===== config.mk =====
export PLATFORM = sky130hd
export DESIGN_NAME = pwm_peripheral
export DESIGN_NICKNAME = d
export VERILOG_FILES = /design/src/rtl/pwm_pkg.sv /design/src/rtl/pwm_cfg_sync.sv /design/src/rtl/pwm_peripheral.sv
export SDC_FILE = /design/constraint.sdc
export NUM_CORES = 1
export LEC_CHECK = 0
export BUFFER_PORTS_ARGS = -buffer_cell sky130_fd_sc_hd__buf_2
export CORE_MARGIN = 10
export CORE_UTILIZATION = 55
export CTS_CLUSTER_SIZE = 25
export DETAILED_ROUTE_END_ITERATION = 8
export PLACE_DENSITY = 0.75
export SYNTH_ARGS = -nofsm -noshare
export SYNTH_HDL_FRONTEND = slang
export SYNTH_SLANG_ARGS = --single-unit
export TNS_END_PERCENT = 50

===== constraint.sdc =====
create_clock -name clk -period 2.3 [get_ports clk]
set_input_delay 0 -clock clk [delete_from_list [all_inputs] [get_ports clk]]
set_output_delay 0 -clock clk [all_outputs]
set_load 0.03 [all_outputs]

===== src/rtl/pwm_pkg.sv =====
// Shared constants and the configuration bundle type for the PWM output stage.
// The optional duty shadow register is enabled by defining PWM_SHADOW_EN.
package pwm_pkg;

    localparam int unsigned PWM_BITS         = 8;
    localparam int unsigned NUM_PINS         = 16;
    localparam int unsigned PRESCALE_DEFAULT = 12;
    localparam int unsigned PRESC_W          = 16;
    localparam int unsigned CFG_BYTES        = 5;

    localparam logic [PWM_BITS-1:0] DUTY_FULL = 8'hFF;

    typedef struct packed {
        logic [NUM_PINS-1:0] en_out;
        logic [NUM_PINS-1:0] en_pwm;
        logic [PWM_BITS-1:0] duty;
    } pwm_cfg_t;

    // DUTY_FULL is special-cased so that full scale really means always high.
    function automatic logic duty_level(input logic [PWM_BITS-1:0] cnt,
                                        input logic [PWM_BITS-1:0] duty);
        return (duty == DUTY_FULL) || (cnt < duty);
    endfunction

endpackage


===== src/rtl/pwm_cfg_sync.sv =====
// Synchronizer for one quasi-static configuration field from the sclk domain.
// The live copy only follows the chain when its last two stages agree.
module pwm_cfg_sync
    import pwm_pkg::*;
#(
    parameter int unsigned Width      = PWM_BITS,
    parameter int unsigned SyncStages = 2
) (
    input  logic             clk_i,
    input  logic             rst_ni,
    input  logic [Width-1:0] cfg_i,
    output logic [Width-1:0] live_o
);

    logic [Width-1:0] sync_q [SyncStages];
    logic [Width-1:0] sync_d [SyncStages];
    logic [Width-1:0] live_q;
    logic [Width-1:0] live_d;

    always_comb begin
        sync_d[0] = cfg_i;
        for (int unsigned i = 1; i < SyncStages; i++) begin
            sync_d[i] = sync_q[i-1];
        end
        live_d = live_q;
        // Disagreement means a change is still in flight; keep the old value whole.
        if (sync_q[SyncStages-1] == sync_q[SyncStages-2]) begin
            live_d = sync_q[SyncStages-1];
        end
    end

    always_ff @(posedge clk_i or negedge rst_ni) begin
        if (!rst_ni) begin
            sync_q <= '{default: '0};
            live_q <= '0;
        end else begin
            sync_q <= sync_d;
            live_q <= live_d;
        end
    end

    assign live_o = live_q;

endmodule


===== src/rtl/pwm_peripheral.sv =====
// 16-pin output stage: config capture, prescaler, 8-bit PWM counter, duty compare, pin mux.
// Define PWM_SHADOW_EN to make duty updates take effect only at period boundaries.
module pwm_peripheral
    import pwm_pkg::*;
#(
    parameter int unsigned PRESCALE    = PRESCALE_DEFAULT,
    parameter int unsigned SYNC_STAGES = 2
) (
    input  logic                clk,
    input  logic                rst,
    input  logic [7:0]          en_reg_out_7_0,
    input  logic [7:0]          en_reg_out_15_8,
    input  logic [7:0]          en_reg_pwm_7_0,
    input  logic [7:0]          en_reg_pwm_15_8,
    input  logic [7:0]          pwm_duty_cycle,
    output logic [NUM_PINS-1:0] out,
    output logic                period_start
);

    localparam logic [PRESC_W-1:0]  PrescLast = PRESC_W'(PRESCALE - 1);
    localparam logic [PWM_BITS-1:0] CntLast   = '1;

    pwm_cfg_t                  cfg_raw;
    pwm_cfg_t                  cfg_live;
    logic [CFG_BYTES*8-1:0]    raw_bits;
    logic [CFG_BYTES*8-1:0]    live_bits;

    assign cfg_raw = '{
        en_out: {en_reg_out_15_8, en_reg_out_7_0},
        en_pwm: {en_reg_pwm_15_8, en_reg_pwm_7_0},
        duty:   pwm_duty_cycle
    };
    assign raw_bits = cfg_raw;
    assign cfg_live = pwm_cfg_t'(live_bits);

    // Per-byte capture: each byte is written as a unit on the SPI side.
    for (genvar b = 0; b < CFG_BYTES; b++) begin : g_sync
        pwm_cfg_sync #(
            .Width      (8),
            .SyncStages (SYNC_STAGES)
        ) u_cfg_sync (
            .clk_i  (clk),
            .rst_ni (rst),
            .cfg_i  (raw_bits[b*8 +: 8]),
            .live_o (live_bits[b*8 +: 8])
        );
    end

    logic [PRESC_W-1:0]  presc_cnt_q, presc_cnt_d;
    logic [PWM_BITS-1:0] pwm_cnt_q, pwm_cnt_d;
    logic                period_start_q, period_start_d;
    logic [NUM_PINS-1:0] out_q, out_d;
    logic                tick;
    logic [PWM_BITS-1:0] duty_eff;
    logic                pwm_level;

    assign tick = (presc_cnt_q == PrescLast);

    always_comb begin
        presc_cnt_d    = tick ? '0 : presc_cnt_q + PRESC_W'(1);
        pwm_cnt_d      = tick ? pwm_cnt_q + PWM_BITS'(1) : pwm_cnt_q;
        period_start_d = tick && (pwm_cnt_q == CntLast);
    end

`ifdef PWM_SHADOW_EN
    logic [PWM_BITS-1:0] duty_shadow_q, duty_shadow_d;

    // Loads on the period_start edge, so a whole period always uses one duty.
    always_comb begin
        duty_shadow_d = period_start_d ? cfg_live.duty : duty_shadow_q;
    end

    always_ff @(posedge clk or negedge rst) begin
        if (!rst) begin
            duty_shadow_q <= '0;
        end else begin
            duty_shadow_q <= duty_shadow_d;
        end
    end

    assign duty_eff = duty_shadow_q;
`else
    assign duty_eff = cfg_live.duty;
`endif

    assign pwm_level = duty_level(pwm_cnt_q, duty_eff);

    always_comb begin
        out_d = cfg_live.en_out & (~cfg_live.en_pwm | {NUM_PINS{pwm_level}});
    end

    always_ff @(posedge clk or negedge rst) begin
        if (!rst) begin
            presc_cnt_q    <= '0;
            pwm_cnt_q      <= '0;
            period_start_q <= 1'b0;
            out_q          <= '0;
        end else begin
            presc_cnt_q    <= presc_cnt_d;
            pwm_cnt_q      <= pwm_cnt_d;
            period_start_q <= period_start_d;
            out_q          <= out_d;
        end
    end

    assign out          = out_q;
    assign period_start = period_start_q;

endmodule


# Word-level counts from Yosys, hierarchy flattened
# Index checks and enable logic that the tools add are counted.
[totals]
regBits = 161
elab_cells = 36
out_inout_bits = 17
[classes]
n_lt_le_gt_ge = 1
eq_ne = 8
muxes = 1
bitwise_logic = 3
n_addsub = 2
reduce_logical = 2
[op_table]
columns = ["operator", "count"]
rows = [
  ["$eq 8x8->1", 5],
  ["$add 16x1->16 const B", 1],
  ["$and 16x16->16", 1],
  ["$eq 16x4->1 const B", 1],
  ["$eq 8x8->1 const B", 2],
  ["$mux 16", 1],
  ["$not 16->16", 1],
  ["$or 16x16->16", 1],
  ["$add 8x1->8 const B", 1],
  ["$lt 8x8->1", 1],
  ["$logic_and 1x1->1", 1],
  ["$logic_or 1x1->1", 1],
]

# Logic depth before layout (Yosys ltp)
# Gate-level depths: netlist of the first run.
[logic_depth]
word_depth = 4
mapped_depth = 7

# By module
# From an unflattened synthesis of the first run, not the netlist that was laid out.
[hier_totals]
hier_cells = 371
hier_area_um2 = 5766.8
[modules_own_cells]
columns = ["mod", "cells_each", "area_per_inst_um2", "seq_area_each_um2", "n_inst"]
rows = [
  ["pwm_cfg_sync", 43, 777.0, 600.6, 5],
  ["pwm_peripheral", 156, 1881.8, 1026.0, 1],
]

# Worst setup path before layout of the first run
# No wires, ideal clock.
[synth_path]
path_type = "register to register"
start = "register pwm_cnt_q[7]"
end = "register out_q[10] (netlist: out[10])"
stages_incl_launch_ff = 7
setup_ns = 0.122
path_slack_ns = 0.598
required_ns = 2.178
arrival_time_ns = 1.580
period_less_slack_ns = 1.702
path_cell_list = "dfrtp_1 > ha_1 > and4_1 > o21ai_1 > o32ai_2 > buf_6 > a21boi_2"
[synth_via]
elab_chain_len = 4
[synth_rtl]
columns = ["element", "line", "source"]
rows = [
  ["start: declaration", "pwm_peripheral.sv:50", "logic [PWM_BITS-1:0] pwm_cnt_q, pwm_cnt_d;"],
  ["start signal: assignment", "pwm_peripheral.sv:100", "pwm_cnt_q <= pwm_cnt_d;"],
  ["$lt 8x8->1", "pwm_pkg.sv:22", "return (duty == DUTY_FULL) || (cnt < duty);"],
  ["$logic_or 1x1->1", "pwm_pkg.sv:22", ""],
  ["$or 16x16->16", "pwm_peripheral.sv:89", "out_d = cfg_live.en_out & (~cfg_live.en_pwm | {NUM_PINS{pwm_level}});"],
  ["$and 16x16->16", "pwm_peripheral.sv:89", ""],
  ["via out_d[10]", "pwm_peripheral.sv:52", "logic [NUM_PINS-1:0] out_q, out_d;"],
  ["end signal: assignment", "pwm_peripheral.sv:102", "out_q <= out_d;"],
  ["end: declaration", "pwm_peripheral.sv:52", ""],
]
# The timed path passes the listed nets, and every way through them passes these cells.
# A chain may end at the register's enable or synchronous reset.

# Worst setup path after layout of the first run
[layout_path]
start = "register presc_cnt_q[0]"
end = "register pwm_cnt_q[1]"
[layout_via]
elab_chain_len = 1
[layout_rtl]
columns = ["element", "line", "source"]
rows = [
  ["start: declaration", "pwm_peripheral.sv:49", "logic [PRESC_W-1:0] presc_cnt_q, presc_cnt_d;"],
  ["start signal: assignment", "pwm_peripheral.sv:99", "presc_cnt_q <= presc_cnt_d;"],
  ["$eq 16x4->1", "pwm_peripheral.sv:57", "assign tick = (presc_cnt_q == PrescLast);"],
]
# Every way passes these cells.

==> impl_metrics.yaml, run 1 <==
cts:
  cts_sinks: 161
  htree_levels: 4
  cts_tree: "yes"
  clkTransAtPathRegs_ps: 60
  clkLatencyLatePin_ps: 530
  cts_max_path_buffers: 2
  numCtsBuffers: 17
  root_buffer: "clkbuf_8"
  post_cts_buffers: 0
timing:
  fin_skew_ps: 7.49
  finalHoldViolCount: 0
  setup_viol: 0
  rsz0062_at_grt: "false"
  fin_crit_sh_pct: 84.2
  fmax_mhz: 516
  finalMaxSlewViolations: 0
  slew_headroom_pct: 53.2
  layout_min_cycle_time_ps: 1940
  holdWs_ps: 66.6
  tightestPinTransition_ps: 702
  fin_setup_tns_ps: 0
die:
  die_area_um2: 15100
  coreArea_um2: 10300
  die_h_um: 123
  ios: 59
  rows: 37
  floorplan.initialDensity_pct: 56.2
  die_x_um: 123
global_routing:
  grt_antenna_before_repair: 0
  grt_overflow_total: 0
  first_global_vias: 3492
  grt_start_max_net_pins: 80
  grt_usage_pct: 14.4
  grt_pass1_wl_um: 16700
routing:
  wl_per_cell_um: 15.3
  dr.first_iter.drc_count: 259
  dr_total_vias: 3189
  wl_um: 9750
  ant_nets: 0
  drcViolationCount: 0
  drt_pass1_iterations: 4
  routed_via_density: 5.01
worst_setup_path:
  startpoint_type: "register"
  critPathCaptureType: "register"
  r2r_cells: 4
  worstSetupPathType: "reg -> reg"
  path_max_fanout: 12
  worstPathRequired_ps: 2710
  critical_path_arrival_ps: 2340
layout:
  fin_util_pct: 70.4
  area_growth_pct: 25.3
  num_antenna_cells: 0
  final_nets: 539
  drive_gt1_share_pct: 30.3
status:
  status: "completed"
power:
  power_density_nw_per_um2: 892
  ir_drop_uv: 726
  leakagePower_nw: 3.50
run:
  cap_viol_max_count: 0
synth:
  synthMuxAreaShare_pct: 7.96
  ys_ff_latch: 161
  synth_area_um2: 5800
  yosys.area_share.adder_pct: 1.94
  ys_warn_count: 0
  synthXorXnorAreaFrac_pct: 9.21
  seq_area_frac_synth_pct: 69.4
  synth_top_family_by_area: "XOR/XNOR gates"
  syn-num-nets: 419
  synth-compound-area-share_pct: 4.08
  netlist_instances: 368
  synth_cell_types: 31
  avgSynthCellArea_um2: 15.8
  synth-simple-area-share_pct: 6.53
placed_design:
  io_buffer_count: 58
  dp_hpwl_um: 6730
  gp_congestion: 0.812
min_path:
  worstHoldPathType: "in -> async"
-- Yosys cell counts --
library cell	n	area (µm²)
nand4_1	7	43.8
o32ai_2	1	16.3
and4_1	4	35.0
a21o_1	1	7.51
nor4_2	1	12.5
o21a_1	1	7.51
a21boi_2	10	113
buf_4	1	7.51
xor2_1	48	420
nand2b_4	1	13.8
nor2b_1	1	6.26
a21oi_1	1	5.00
and4_4	1	11.3
and4bb_2	1	12.5
buf_6	1	11.3
nand4_4	1	21.3
and3_1	2	12.5
nor2_1	9	33.8
a41o_1	1	10.0
nand3_1	8	40.0
dfrtp_1	161	4030
mux2_2	41	462
o21ai_1	1	5.00
nand2_1	11	41.3
xnor2_1	13	114
a21boi_0	6	45.0
nor4_1	12	75.1
nor3_1	4	20.0
ha_1	9	113
a2111oi_4	1	27.5
inv_1	8	30.0
-- per-layer routing --
metal	global-route usage, %	wire (µm)	part of all wire (%)	vias to the layer above
met2	23.4	4980	51	52
met1	16.9	4280	44	1618
li1	-	-	-	1513
met5	0	0	0	-
met4	5.08	73	0.75	0
met3	6.01	418	4.3	6
-- state kept, by name, summed over array words and instances, names as in the netlist --
register,flops
presc_cnt_q,16
pwm_cnt_q,8
g_sync.u_cfg_sync.sync_d,40
g_sync.u_cfg_sync.live_o,40
g_sync.u_cfg_sync.sync_q,40
period_start,1
out,16
-- path summary, 6_finish.rpt --
kind                                                 from                        endpoint  slack (ps)
setup / recovery                           presc_cnt_q[0]                    pwm_cnt_q[1]         360
hold / removal                                        rst  g_sync[0].u_cfg_sync.sync_d[7]          70
setup reg to reg                           presc_cnt_q[0]                    pwm_cnt_q[1]         360
hold reg to reg            g_sync[4].u_cfg_sync.sync_d[4]  g_sync[4].u_cfg_sync.sync_q[4]         390
max in group asynchronous                             rst                          out[2]        1450
min in group clk                       en_reg_out_15_8[6]  g_sync[4].u_cfg_sync.sync_d[6]         110
-- power by group --
part           internal (mW)  total, mW  switching [mW]
sequential              3.05       3.19           0.137
clock                   1.56       2.66            1.10
combinational          0.292      0.634           0.343
total                   4.90       6.48            1.58
-- final cells by class --
type / count / area, µm²
Clock inverter: 15 / 154
Fill cell: 670 / 3050
Tap cell: 136 / 170
Sequential cell: 161 / 4030
Timing Repair Buffer: 103 / 749
Inverter: 8 / 30.0
Multi-Input combinational cell: 197 / 1720
Clock buffer: 17 / 414
-- placed cells by master (no fill, tap or decap), types with 2 or more instances in the layout --
cell           synthesis  layout
nand3_1                8       8
buf_4                  1       3
nor2_1                 9       9
bufinv_16              0       2
buf_2                  0      57
a21boi_0               6       6
xor2_1                48      48
inv_1                  8       8
mux2_2                41      41
nand2_1               11      11
a21boi_2              10      10
nand4_1                7       7
dfrtp_1              161     161
dlygate4sd3_1          0      41
clkinv_2               0       6
clkbuf_16              0      16
nor3_1                 4       4
xnor2_1               13      13
and4_1                 4       4
ha_1                   9       9
inv_6                  0       5
and3_1                 2       2
nor4_1                12      12
-- metrics by stage --
stage | power (mW) | setup WS [ps] | cells | instance area [µm²]
3_5_place_dp | 3.83 | 383 | 564 | 6290
4_1_cts | 6.58 | 360 | 637 | 7270
5_1_grt | 6.77 | 265 | 637 | 7270
6_report | 6.48 | 362 | 637 | 7270
2_1_floorplan | 3.59 | 598 | 368 | 5800
3_3_place_gp | 3.81 | 453 | 564 | 6290
-- critical path: stages (launching register included) --
cell and delay (ps):
dfrtp_1 460, ha_1 300, and4bb_2 240, and4_1 440
mux2_2 380
-- what timing repair did --
action	CTS	global route
endpoints found under the hold margin	130	0
gates resized for setup	0	0
hold buffers	41	0
setup endpoints to repair	0	0
-- logic make-up after synthesis --
kind of cell / count (synthesis)
adder cells (fa/ha/maj): 9
AND/OR/NAND/NOR: 63
multiplexers: 41
XOR/XNOR: 61
buffers and inverters: 10
flip-flops: 161
AO/OA/AOI/OAI: 23
Note: power is estimated with default switching activity, not from simulation.
==> run 2: changes to the inputs <==
--- a/config.mk
+++ b/config.mk
@@ -5,9 +5,10 @@
 export SDC_FILE = /design/constraint.sdc
 export NUM_CORES = 1
 export LEC_CHECK = 0
+export ABC_AREA = 1
 export BUFFER_PORTS_ARGS = -buffer_cell sky130_fd_sc_hd__buf_2
 export CORE_MARGIN = 10
-export CORE_UTILIZATION = 55
+export CORE_UTILIZATION = 53
 export CTS_CLUSTER_SIZE = 25
 export DETAILED_ROUTE_END_ITERATION = 8
 export PLACE_DENSITY = 0.75
==> constraint.sdc (replaced) <==
create_clock -name clk -period 1.7 [get_ports clk]
set_input_delay 0 -clock clk [delete_from_list [all_inputs] [get_ports clk]]
set_output_delay 0 -clock clk [all_outputs]
set_load 0.03 [all_outputs]
==> run 2 against run 1 <==
  * Wire length increased by 22%
  * Fmax is 22% higher
  * Hold slack better by 51 ps
  * Via count increased by 31%
  * Critical path type unchanged
==> impl_metrics.yaml, run 2 <==
layout:
  num_antenna_cells: 0
  area_growth_pct: 25.4
  mostFrequentLayoutCells: "dfrtp_1 (159), nand2_1 (141), inv_1 (57), nand3_1 (57), buf_2 (57)"
  fin_util_pct: 68.6
  final_common_cell: "dfrtp_1"
  drive_gt1_share_pct: 20.8
  final_nets: 736
  fin_cells: 841
  fin_area_um2: 7900
status:
  status: "completed"
timing:
  finalMaxSlewViolations: 0
  fin_skew_ps: 7.22
  slew_headroom_pct: 61.2
  fmax_mhz: 629
  fin_crit_sh_pct: 93.6
  setup_viol: 0
  rsz0062_at_grt: "false"
  finalHoldViolCount: 0
  layout_min_cycle_time_ps: 1590
  tightestPinTransition_ps: 582
power:
  swShare_pct: 25.1
  pwr-share-comb_pct: 11.1
  ir_drop_uv: 990
  power_frac_clock_pct: 42.1
  switchingPower_mw: 2.32
  intPower_mw: 6.92
  seqPwrFrac_pct: 46.8
  leakagePower_nw: 3.99
  power_density_nw_per_um2: 1170
synth:
  synth_top_cell_area_share_pct: 64.0
  synth-edff-count: 0
  synth_flop_cell: "dfrtp_1"
  synth_area_um2: 6300
  yosysTopAreaCell: "dfrtp_1"
  netlist_instances: 563
  yosysMostFrequentCell: "dfrtp_1"
  syn-num-nets: 614
  ys_warn_count: 0
  avgSynthCellArea_um2: 11.2
  ys_ff_latch: 161
  synthTopCellsByArea: "dfrtp_1 (64%), nand2_1 (8.4%), nand3_1 (4.5%)"
  ys_async_sr_fraction_pct: 100
  synthTopCellsByCount: "dfrtp_1 (161), nand2_1 (141), inv_1 (58)"
  synth_cell_types: 25
  seq_area_frac_synth_pct: 64.0
cts:
  htree_levels: 4
  cts_tree: "yes"
  clkTransAtPathRegs_ps: 60
  clkLatencyLatePin_ps: 420
  cts_sinks: 161
  root_buffer: "clkbuf_16"
  cts_max_path_buffers: 2
  numCtsBuffers: 17
placed_design:
  place_area_um2: 6810
  gp_congestion: 0.869
  placed_cells: 767
  dp_hpwl_um: 8190
  io_buffer_count: 58
min_path:
  worstHoldPathType: "in -> async"
die:
  die_x_um: 129
  die_area_um2: 16600
  rows: 39
  coreArea_um2: 11500
  ios: 59
  floorplan.initialDensity_pct: 54.7
  die_h_um: 129
worst_setup_path:
  worstSetupPathType: "reg -> reg"
  r2r_end: "out[11]"
  crit_family: "simple AND/OR/NAND/NOR gates"
  critPathSlowestCell: "dfrtp_2"
  startpoint_type: "register"
  path_max_fanout: 16
  crit_buf_inv: 2
  crit_chain: "ha_1, nand2_1, nand2_1, nand2_1, nand2_1, nand2_1, nand2_2, buf_12, nand3_1, nand2_1, inv_1"
  critPathCaptureType: "register"
  r2r-start: "pwm_cnt_q[1]"
  worstPathRequired_ps: 2020
  r2r_cells: 11
  path_common_cell: "nand2_1"
  rrSetupSlack_ps: 110
  cpPeakStageDelay_ps: 440
  critical_path_arrival_ps: 1910
routing:
  dr.first_iter.drc_count: 328
  drcViolationCount: 0
  routed_via_density: 4.96
  dr_total_vias: 4171
  wl_um: 11900
  wl_per_cell_um: 14.1
  drt_pass1_iterations: 4
  ant_nets: 0
global_routing:
  grt_antenna_before_repair: 0
  grt_overflow_total: 0
  grt_pass1_wl_um: 20100
  grt_usage_pct: 15.3
  first_global_vias: 4338
  grt_start_max_net_pins: 62
run:
  cap_viol_max_count: 0
## run 2: cell types whose count changed in the layout (fill, tap and decap cells not counted), moves of 10 or more
cell and delta:
xor2_1 -16, nand3_1 +49, inv_1 +49, nor4_1 -12, nor3_4 +10, a21boi_2 -10
nand3_2 +10, nand2_1 +130, mux2_2 -41, xnor2_1 +10
## run 2: worst max-delay path by stage
stage,startpoint,end,slack [ps],cells past startpoint
final,pwm_cnt_q[1],out[11],110,11
after global placement,g_sync[0].u_cfg_sync.live_o[5],out[15],60,9
after CTS,g_sync[0].u_cfg_sync.live_o[5],out[11],70,10
after global routing,pwm_cnt_q[2],out[11],0.1,11
after detailed placement,g_sync[0].u_cfg_sync.live_o[5],out[15],-10,9
after floorplan,g_sync[0].u_cfg_sync.live_o[5],out[11],200,10
## run 2: metal layers
layer / GRT usage [%] / share of wire, % / vias to the layer above / wire length [µm]
met5: 0 / 0 / - / 0
met4: 6.02 / 1.8 / 0 / 211
met3: 4.85 / 4.2 / 18 / 497
met2: 25.2 / 51 / 79 / 5990
met1: 18.4 / 43 / 2047 / 5160
li1: - / - / 2027 / -
## run 2: kinds of logic (layout without fill, tap and decap cells)
family | after synthesis | after routing | synth area share (%)
adders and majority gates | 9 | 9 | 1.79
and+or+nand+nor | 263 | 263 | 21.5
DFF | 161 | 161 | 64.0
buffers and inverters | 65 | 200 | 4.15
xor gates and xnor gates | 55 | 55 | 7.65
AOI/OAI and AO/OA | 10 | 10 | 0.894
## run 2: timing repair
action                                  CTS  global route
hold endpoints to repair                 98             0
pin swaps                                 1             1
hold buffers                             41             0
gates resized for setup                   0             7
endpoints found under the setup margin   15            16
setup buffers                             1             0
## run 2: layout make-up
class	count	area (µm²)
Multi-Input combinational cell	337	2040
Tap cell	143	179
Timing Repair Buffer	105	790
Inverter	63	239
Clock buffer	23	498
Fill cell	824	3620
Sequential cell	161	4030
Clock inverter	9	120
## run 2: metrics by stage
stage | worst slack [ps] | hold slack (ps) | setup TNS (ps) | power [mW]
after global placement | 58.3 | 21.9 | 0 | 5.23
after global routing | 0.144 | 164 | 0 | 9.61
after CTS | 71.6 | 149 | 0 | 9.30
after detailed placement | -12.3 | 22.6 | -12.3 | 5.28
final | 110 | 118 | 0 | 9.25
after floorplan | 202 | -296 | 0 | 4.95
## run 2: power by group through the flow
stage          registers [mW]  clock network, mW  logic (mW)
2_1_floorplan            4.45                  0       0.501
3_3_place_gp             4.38                  0       0.844
3_5_place_dp             4.39                  0       0.882
4_1_cts                  4.33               3.94        1.03
5_1_grt                  4.36               4.11        1.14
6_report                 4.33               3.89        1.03
==> run 3: changes to the inputs <==
--- a/config.mk
+++ b/config.mk
@@ -12,6 +12,7 @@
 export CTS_CLUSTER_SIZE = 25
 export DETAILED_ROUTE_END_ITERATION = 8
 export PLACE_DENSITY = 0.75
+export RECOVER_POWER = 50
 export SYNTH_ARGS = -nofsm -noshare
 export SYNTH_HDL_FRONTEND = slang
 export SYNTH_SLANG_ARGS = --single-unit
==> run 3 against run 2 <==
  * Cell count unchanged
  * Register-to-register slack about the same
  * Clock skew unchanged
  * First-iteration DRC count unchanged
  * Utilization decreased by 0.098 points
  * Critical path depth unchanged
  * Hold slack improved by 95 ps
  * Sequential power about the same
  * Cell area decreased by 0.14%
  * Critical endpoint unchanged
  * Largest power group unchanged
  * Global-route usage unchanged
  * Clock power about the same
  * Die area unchanged
==> impl_metrics.yaml, run 3 (synthesis gave the netlist of run 2 again) <==
global_routing:
  grt_pass1_wl_um: 20100
  grt_usage_pct: 15.3
  met1_usage_pct: 18.4
  grt_start_max_net_pins: 62
  grt_antenna_before_repair: 0
  first_global_vias: 4338
  grt_overflow_total: 0
  use_met3_pct: 4.85
  grt_use_met2_pct: 25.2
  busiest_layer: "met2"
timing:
  fmax_mhz: 629
  fin_skew_ps: 7.22
  slew_headroom_pct: 6.60
  layout_min_cycle_time_ps: 1590
  rsz0062_at_grt: "false"
  tightestPinTransition_ps: 1400
  fin_crit_sh_pct: 93.6
  setup_viol: 0
  holdWs_ps: 213
  finalMaxSlewViolations: 0
  finalHoldViolCount: 0
layout:
  area_growth_pct: 25.2
  fin_cells: 841
  fin_area_um2: 7890
  num_antenna_cells: 0
  fillCellCount: 826
  drive_gt1_share_pct: 20.8
  final_nets: 736
  fin_util_pct: 68.5
  final_common_cell: "dfrtp_1"
  mostFrequentLayoutCells: "dfrtp_1 (159), nand2_1 (141), buf_2 (58)"
cts:
  cts_tree: "yes"
  htree_levels: 4
  cts_max_path_buffers: 2
  clkLatencyLatePin_ps: 420
  clkTransAtPathRegs_ps: 60
  numCtsBuffers: 17
  root_buffer: "clkbuf_16"
  cts_sinks: 161
placed_design:
  placed_cells: 767
  io_buffer_count: 58
  gp_congestion: 0.869
  place_area_um2: 6810
  dp_hpwl_um: 8190
routing:
  wl_per_cell_um: 14.1
  drcViolationCount: 0
  ant_nets: 0
  wl_um: 11900
  dr_total_vias: 4173
  drt_pass1_iterations: 4
  dr.first_iter.drc_count: 328
  routed_via_density: 4.96
power:
  power_density_nw_per_um2: 1170
  leakagePower_nw: 3.98
  ir_drop_uv: 990
  power.total_mw: 9.24
die:
  coreArea_um2: 11500
  ios: 59
  die_h_um: 129
  rows: 39
  die_area_um2: 16600
  die_x_um: 129
  floorplan.initialDensity_pct: 54.7
status:
  status: "completed"
worst_setup_path:
  path_max_fanout: 16
  startpoint_type: "register"
  worstSetupPathType: "reg -> reg"
  worstPathRequired_ps: 2020
  critPathCaptureType: "register"
  critical_path_arrival_ps: 1910
min_path:
  worstHoldPathType: "in -> reg"
run:
  cap_viol_max_count: 0
==> run 3: final cells by class <==
type,count,area (µm²),area share [%]
clock inverter,9,120,1.52
clock buffer,23,498,6.31
sequential,161,4030,51.1
inverter,63,239,3.03
multi-input combinational,337,2040,25.9
tap,143,179,2.27
timing repair buffer,105,778,9.87
==> run 3: worst paths after layout <==
| kind | from | end | slack [ps] | cells after the start |
|---|---|---|---|---|
| worst min-delay path | en_reg_out_15_8[0] | g_sync[4].u_cfg_sync.sync_d[0] | 210 | 2 |
| min in group asynchronous | rst | g_sync[0].u_cfg_sync.sync_q[4] | 440 | 2 |
| worst max register to register | pwm_cnt_q[1] | out[11] | 110 | 11 |
| worst max-delay path | pwm_cnt_q[1] | out[11] | 110 | 11 |
| worst min register to register | g_sync[4].u_cfg_sync.sync_d[3] | g_sync[4].u_cfg_sync.sync_q[3] | 390 | 0 |
| max in group asynchronous | rst | pwm_cnt_q[1] | 290 | 3 |
==> run 3: metal layers <==
layer | share of wire [%] | wire length [µm] | vias up
met5 | 0 | 0 | -
met4 | 1.8 | 211 | 0
met3 | 4.2 | 497 | 18
met2 | 51 | 5990 | 79
met1 | 43 | 5160 | 2049
li1 | - | - | 2027
==> run 3: power by group <==
part | switching, mW | total, mW | internal, mW | leakage [nW]
registers | 0.202 | 4.33 | 4.13 | 2.03
clock network | 1.51 | 3.89 | 2.38 | 0.295
logic | 0.612 | 1.02 | 0.412 | 1.66
total | 2.32 | 9.24 | 6.92 | 3.98
==> run 3: critical path: stages, from the launching register on <==
cell and delay (ps):
dfrtp_2 440, ha_1 290, nand2_1 60, nand2_1 50, nand2_1 50, nand2_1 70, nand2_1 70, nand2_2 90
buf_12 150, nand3_1 70, nand2_1 80, inv_1 50
==> run 3: metrics by stage <==
step                TNS (ps)  worst slack [ps]
floorplan                  0               202
global placement           0              58.3
detailed placement     -12.3             -12.3
CTS                        0              71.6
global route               0             0.144
finish                     0               110
==> run 3: what timing repair did <==
action / 4_1_cts / 5_1_grt
resized for setup: 0 / 7
pin swaps: 1 / 1
buffers inserted: 1 / 0
hold buffers: 41 / 0
endpoints found under the setup margin: 15 / 16
endpoints found under the hold margin: 98 / 0
